===== config.mk =====
export PLATFORM = sky130hd
export DESIGN_NAME = clk_gate_ctrl_flat
export DESIGN_NICKNAME = d
export VERILOG_FILES = /design/src/rtl/clk_gate_pkg.sv /design/src/rtl/clk_gate_ctrl_if.sv /design/src/rtl/clk_gate_cnt.sv /design/src/rtl/clk_gate_ctrl.sv /design/src/flat_wrapper.sv
export SDC_FILE = /design/constraint.sdc
export NUM_CORES = 1
export LEC_CHECK = 0
export ABC_AREA = 1
export CORE_ASPECT_RATIO = 1.25
export CORE_UTILIZATION = 29
export CTS_BUF_LIST = sky130_fd_sc_hd__clkbuf_4 sky130_fd_sc_hd__clkbuf_8
export DETAILED_ROUTE_END_ITERATION = 7
export DONT_BUFFER_PORTS = 1
export PLACE_DENSITY = 0.42
export SKIP_CTS_REPAIR_TIMING = 1
export SLEW_MARGIN = 10
export SYNTH_ARGS = -nofsm -noshare
export SYNTH_HDL_FRONTEND = slang
export SYNTH_SLANG_ARGS = --single-unit
export TNS_END_PERCENT = 1

===== constraint.sdc =====
create_clock -name CLK -period 1.7 [get_ports CLK]
set_input_delay 0.34 -clock CLK [delete_from_list [all_inputs] [get_ports CLK]]
set_output_delay 0.34 -clock CLK [all_outputs]
set_load 0.05 [all_outputs]

===== src/rtl/clk_gate_pkg.sv =====
// clk_gate_pkg: shared definitions for the clock-gate enable controller.
//   ST_OFF/ST_WAKE/ST_ON/ST_DRAIN : 2-bit state encodings (also seen on GATE_STATE)
//   gate_state_e                  : FSM state type built from those encodings
//   clog2 / max_int               : elaboration-time helpers used to size the counter
package clk_gate_pkg;

  localparam logic [1:0] ST_OFF   = 2'b00;
  localparam logic [1:0] ST_WAKE  = 2'b01;
  localparam logic [1:0] ST_ON    = 2'b11;
  localparam logic [1:0] ST_DRAIN = 2'b10;

  typedef enum logic [1:0] {
    S_OFF   = ST_OFF,
    S_WAKE  = ST_WAKE,
    S_ON    = ST_ON,
    S_DRAIN = ST_DRAIN
  } gate_state_e;

  // Ceiling log2; clog2(1) = 0.
  function automatic int clog2(input int v);
    int r;
    int x;
    r = 0;
    x = v - 1;
    while (x > 0) begin
      r++;
      x = x >> 1;
    end
    return r;
  endfunction

  function automatic int max_int(input int a, input int b);
    return (a > b) ? a : b;
  endfunction

endpackage


===== src/rtl/clk_gate_ctrl_if.sv =====
// clk_gate_ctrl_if: status/request bundle between the system side and the
// clock-gate controller.
//   WAKE_REQ   : requester needs the gated clock running (level)
//   BUSY       : gated block has work in flight (level)
//   CLK_EN     : enable to the ICG
//   CLK_RDY    : gated clock is stable and usable
//   GATE_STATE : controller FSM state (debug/status)
// master = system/requester side, slave = the controller.
interface clk_gate_ctrl_if;
  logic       WAKE_REQ;
  logic       BUSY;
  logic       CLK_EN;
  logic       CLK_RDY;
  logic [1:0] GATE_STATE;

  modport master (
    output WAKE_REQ,
    output BUSY,
    input  CLK_EN,
    input  CLK_RDY,
    input  GATE_STATE
  );

  modport slave (
    input  WAKE_REQ,
    input  BUSY,
    output CLK_EN,
    output CLK_RDY,
    output GATE_STATE
  );
endinterface


===== src/rtl/clk_gate_cnt.sv =====
// clk_gate_cnt: CNT_W-bit down-counter shared by the WAKE and DRAIN phases.
//   CLK     : clock
//   RST     : synchronous active-high reset (counter to 0)
//   i_load  : load i_ld_val (has priority over decrement)
//   i_ld_val: value to load
//   i_dec   : decrement enable; saturates at zero, never wraps
//   o_zero  : counter equals zero
module clk_gate_cnt #(
  parameter int CNT_W = 3
) (
  input  logic             CLK,
  input  logic             RST,
  input  logic             i_load,
  input  logic [CNT_W-1:0] i_ld_val,
  input  logic             i_dec,
  output logic             o_zero
);

  logic [CNT_W-1:0] r_cnt;

  always_ff @(posedge CLK) begin
    if (RST) begin
      r_cnt <= '0;
    end else if (i_load) begin
      r_cnt <= i_ld_val;
    end else if (i_dec && (r_cnt != '0)) begin
      r_cnt <= r_cnt - 1'b1;
    end
  end

  assign o_zero = (r_cnt == '0);

endmodule


===== src/rtl/clk_gate_ctrl.sv =====
// clk_gate_ctrl: enable-side controller for an integrated clock gating cell.
// Opens the gate on WAKE_REQ, raises CLK_RDY WAKE_CYCLES after CLK_EN, and
// closes the gate after IDLE_CYCLES consecutive idle cycles in DRAIN.
//   CLK     : always-on clock
//   RST     : synchronous active-high reset
//   gif     : clk_gate_ctrl_if.slave (WAKE_REQ, BUSY in; CLK_EN, CLK_RDY,
//             GATE_STATE out)
//   TEST_EN : only when CLK_GATE_TEST_EN is defined; forces CLK_EN high
//             combinationally for scan/DFT without touching the FSM.
// Optional feature macro: CLK_GATE_TEST_EN.
module clk_gate_ctrl
  import clk_gate_pkg::*;
#(
  parameter int WAKE_CYCLES = 2,
  parameter int IDLE_CYCLES = 4
) (
  input  logic          CLK,
  input  logic          RST,
`ifdef CLK_GATE_TEST_EN
  input  logic          TEST_EN,
`endif
  clk_gate_ctrl_if.slave gif
);

  localparam int CNT_W = clog2(max_int(WAKE_CYCLES, IDLE_CYCLES)) + 1;
  localparam logic [CNT_W-1:0] WAKE_LD = CNT_W'(WAKE_CYCLES - 1);
  localparam logic [CNT_W-1:0] IDLE_LD = CNT_W'(IDLE_CYCLES - 1);

  gate_state_e      r_state;
  gate_state_e      w_state_next;
  logic             r_clk_en;
  logic             r_clk_rdy;
  logic             w_load;
  logic [CNT_W-1:0] w_ld_val;
  logic             w_dec;
  logic             w_zero;

  clk_gate_cnt #(
    .CNT_W (CNT_W)
  ) u_cnt (
    .CLK      (CLK),
    .RST      (RST),
    .i_load   (w_load),
    .i_ld_val (w_ld_val),
    .i_dec    (w_dec),
    .o_zero   (w_zero)
  );

  always_comb begin
    w_state_next = r_state;
    w_load       = 1'b0;
    w_ld_val     = '0;
    w_dec        = 1'b0;
    case (r_state)
      S_OFF: begin
        if (gif.WAKE_REQ) begin
          w_state_next = S_WAKE;
          w_load       = 1'b1;
          w_ld_val     = WAKE_LD;
        end
      end
      S_WAKE: begin
        // WAKE always runs to completion, even if the request goes away.
        if (w_zero) w_state_next = S_ON;
        else        w_dec        = 1'b1;
      end
      S_ON: begin
        if (!gif.WAKE_REQ && !gif.BUSY) begin
          w_state_next = S_DRAIN;
          w_load       = 1'b1;
          w_ld_val     = IDLE_LD;
        end
      end
      S_DRAIN: begin
        // Renewed activity wins over expiry; ON and DRAIN drive identical
        // outputs so the abort is glitch-free.
        if (gif.WAKE_REQ || gif.BUSY) w_state_next = S_ON;
        else if (w_zero)              w_state_next = S_OFF;
        else                          w_dec        = 1'b1;
      end
      default: w_state_next = S_OFF;
    endcase
  end

  // Outputs are registered from the next state so they line up with it.
  always_ff @(posedge CLK) begin
    if (RST) begin
      r_state   <= S_OFF;
      r_clk_en  <= 1'b0;
      r_clk_rdy <= 1'b0;
    end else begin
      r_state   <= w_state_next;
      r_clk_en  <= (w_state_next != S_OFF);
      r_clk_rdy <= (w_state_next == S_ON) || (w_state_next == S_DRAIN);
    end
  end

`ifdef CLK_GATE_TEST_EN
  assign gif.CLK_EN = r_clk_en | TEST_EN;
`else
  assign gif.CLK_EN = r_clk_en;
`endif
  assign gif.CLK_RDY    = r_clk_rdy;
  assign gif.GATE_STATE = r_state;

endmodule


===== src/flat_wrapper.sv =====
// flat-port wrapper written by rule: the top's interface ports become plain ports
module clk_gate_ctrl_flat import clk_gate_pkg::*;
#(
  parameter int WAKE_CYCLES = 2,
  parameter int IDLE_CYCLES = 4
)
  (CLK, RST, gif_WAKE_REQ, gif_BUSY, gif_CLK_EN, gif_CLK_RDY, gif_GATE_STATE);
  clk_gate_ctrl_if gif_i ();
  input  logic CLK;
  input  logic RST;
  input wire logic [$bits(gif_i.WAKE_REQ)-1:0] gif_WAKE_REQ;
  input wire logic [$bits(gif_i.BUSY)-1:0] gif_BUSY;
  output wire logic [$bits(gif_i.CLK_EN)-1:0] gif_CLK_EN;
  output wire logic [$bits(gif_i.CLK_RDY)-1:0] gif_CLK_RDY;
  output wire logic [$bits(gif_i.GATE_STATE)-1:0] gif_GATE_STATE;
  assign gif_i.WAKE_REQ = gif_WAKE_REQ;
  assign gif_i.BUSY = gif_BUSY;
  assign gif_CLK_EN = gif_i.CLK_EN;
  assign gif_CLK_RDY = gif_i.CLK_RDY;
  assign gif_GATE_STATE = gif_i.GATE_STATE;
  clk_gate_ctrl #(.WAKE_CYCLES(WAKE_CYCLES), .IDLE_CYCLES(IDLE_CYCLES)) u_core (.CLK(CLK), .RST(RST), .gif(gif_i));
endmodule

==> metrics <==
run status complete, no violations; power after layout 1.20 mW; Worst-path clk slew about 0.050 ns; io pins 8; number of buffers on the longest clock path 2; required time at the worst-slack endpoint 1.84 ns; Filler cells around 190; Synthesis Warnings 0; commonest non-fill, non-tap cells in the layout 17 x sky130_fd_sc_hd__nand2_1, 10 x sky130_fd_sc_hd__inv_1, 8 x sky130_fd_sc_hd__ha_1; placer's final routability congestion estimate 0.717; total negative slack for setup checks 0 ns; leading cell type in the layout, fill and taps excluded sky130_fd_sc_hd__nand2_1; total vias in the final route roughly 430; share of post-route cells with drive strength above 1 24.3%; number of optimization iterations in the first detailed-route pass 2; synthesis-to-finish area growth 11.0%; number of antenna repair diodes 0; RSZ-0062 raised after global routing false; area enclosed by the die boundary around 1900 µm²; r2r setup slk 0.25 ns; Max Cap Viol 0; reported net switching power 0.661 mW; largest net degree at the start of global routing 7; clock root cell sky130_fd_sc_hd__clkbuf_4; post-route DRC violation count 0; Netlist cell types 21; final setup violation count 0; top cells by area in the synthesized netlist sky130_fd_sc_hd__dfxtp_1 24%, sky130_fd_sc_hd__ha_1 20%, sky130_fd_sc_hd__nand2_1 13%; wire length of the first global-routing pass 1.60 mm; sequential fraction of the synthesis area 23.9%; post-route clock period utilization 85.3%; Clock power frac 11.4%; P per Cell Area 2150 nW/µm²; final hold violation count 0; FF+latch count, synth 6; die height 48.5 µm; initial core utilization 31.3%; detailed-route wire length per cell 10.6 µm; width of the die 39.2 µm; final worst clock skew 0.00173 ns; initial antenna violation count 0; logic gate share of total power 64.8%; std cell rows 16; area occupied by registers roughly 120 µm²; IR Drop Worst-Case VDD 1.01 mV; quantity of I/O buffers inserted on ports 0; remaining antenna violation count after routing 0; total routed wirelength 975 µm; switching share of power 55.2%; slew margin rel. 68.6%; Sink Count 6; hold crit path type in -> reg; overflow left after global routing 0; fmax roughly 0.7 GHz; number of instances in the synthesized netlist 70; cell area after synthesis 502 µm²; H-tree levels 1; length in cells of the worst reg-to-reg path 7; worst endpoint data arrival time 1.59 ns; Worst-Skew Late Latency 0.25 ns; Cell Int Power 0.536 mW; Cells on Worst Hold Path 1; leading area contributor after synthesis sky130_fd_sc_hd__dfxtp_1; top-area cell type share of the netlist area 23.9%; standby leakage power ~0.29 nW; detail-routed via count per cell roughly 4.6; placed wire-length estimate after detailed placement 814 µm; fraction of power consumed by sequential logic 23.7%; Multi-input gate area roughly 330 µm²; total routing resource utilization after global routing between 10% and 20%; final-stage net count 88; number of pins with negative max-slew slack in the final report 0; startpoint-to-endpoint class of the critical path reg -> reg; CTS tree yes; Synthesized Nets 82; TritonCTS buffer count 3; critical path launch point type flop; Mapped Avg Cell Area 7.17 µm²; CP endpoint kind flop; vias in the first global route just under 400; pin slew with the least headroom to its limit 0.471 ns; 1st-iter DRT viols 2; Min Clock Period, post-route 1.45 ns; Core Region ~1600 µm²; CP Max Fanout 6
## worst paths after layout
kind / startpoint / endpoint
max: u_core.gif.GATE_STATE[1] / u_core.u_cnt.r_cnt[0]
min: RST / u_core.u_cnt.r_cnt[0]
max reg2reg: u_core.gif.GATE_STATE[1] / u_core.u_cnt.r_cnt[0]
min reg2reg: u_core.u_cnt.r_cnt[2] / u_core.u_cnt.r_cnt[2]
## Yosys cell counts
library cell,count
sky130_fd_sc_hd__nand3_1,3
sky130_fd_sc_hd__o21ai_0,1
sky130_fd_sc_hd__o22ai_1,1
sky130_fd_sc_hd__nand2_1,17
sky130_fd_sc_hd__nand3_2,1
sky130_fd_sc_hd__nor2_4,1
sky130_fd_sc_hd__buf_4,1
sky130_fd_sc_hd__nand2b_1,1
sky130_fd_sc_hd__dfxtp_1,6
sky130_fd_sc_hd__nand4_1,1
sky130_fd_sc_hd__ha_1,8
sky130_fd_sc_hd__inv_2,2
sky130_fd_sc_hd__nand2_4,2
sky130_fd_sc_hd__a21oi_1,4
sky130_fd_sc_hd__nor2_1,4
sky130_fd_sc_hd__or2_1,1
sky130_fd_sc_hd__inv_1,10
sky130_fd_sc_hd__nand2_2,3
sky130_fd_sc_hd__o31ai_1,1
sky130_fd_sc_hd__nor2_2,1
sky130_fd_sc_hd__a21oi_2,1
## layer usage
layer  vias to the layer above  routed length, µm  GRT usage, %
met2                        10                521          21.4
met3                         2                 51          6.88
li1                        230                  -             -
met5                         -                  0             0
met1                       184                389          12.6
met4                         0                 13          5.17
## power by group through the flow
stage	registers [mW]	logic (mW)	clock network [mW]
CTS	0.284	0.785	0.145
detailed placement	0.287	0.780	0
global route	0.293	0.871	0.158
finish	0.284	0.776	0.137
floorplan	0.382	0.555	0
global placement	0.286	0.791	0
## sequential cells by signal, summed over array words and instances, names as in the netlist
register               count
u_core.gif.CLK_EN          1
u_core.gif.GATE_STATE      2
u_core.u_cnt.r_cnt         3
## worst max-delay path, cell delays in order, from the launching register on
cell                      delay [ns]
sky130_fd_sc_hd__dfxtp_2        0.37
sky130_fd_sc_hd__inv_1          0.10
sky130_fd_sc_hd__ha_1           0.32
sky130_fd_sc_hd__inv_2          0.07
sky130_fd_sc_hd__a21oi_2        0.21
sky130_fd_sc_hd__a21oi_1        0.11
sky130_fd_sc_hd__nor2_1         0.12
sky130_fd_sc_hd__nor2_1         0.05
## final cells by class
type                       instances  share of cell area (%)
timing repair buffer               2                    2.70
sequential                         6                    22.0
clock buffer                       3                    4.04
multi-input combinational         51                    59.1
inverter                          12                    8.09
tap                               18                    4.04
## logic make-up after synthesis
family	after synthesis	share of synthesized area (%)
adders and majority gates	8	20.0
buffers and inverters	13	10.5
and+or+nand+nor	35	36.2
DFF	6	23.9
AOI/OAI and AO/OA	8	9.48
## stage by stage
step | instance area [µm²] | util, % | setup slack [ns] | cells | hold slack (ns)
floorplan | 504 | - | 0.0996 | 70 | 0.412
global placement | 534 | 33.4 | 0.283 | 89 | 0.419
detailed placement | 534 | 33.4 | 0.273 | 89 | 0.418
CTS | 557 | 34.8 | 0.258 | 92 | 0.152
global route | 557 | 34.8 | 0.145 | 92 | 0.145
finish | 557 | 34.8 | 0.250 | 92 | 0.169
Power figures use the tool's default switching activity.
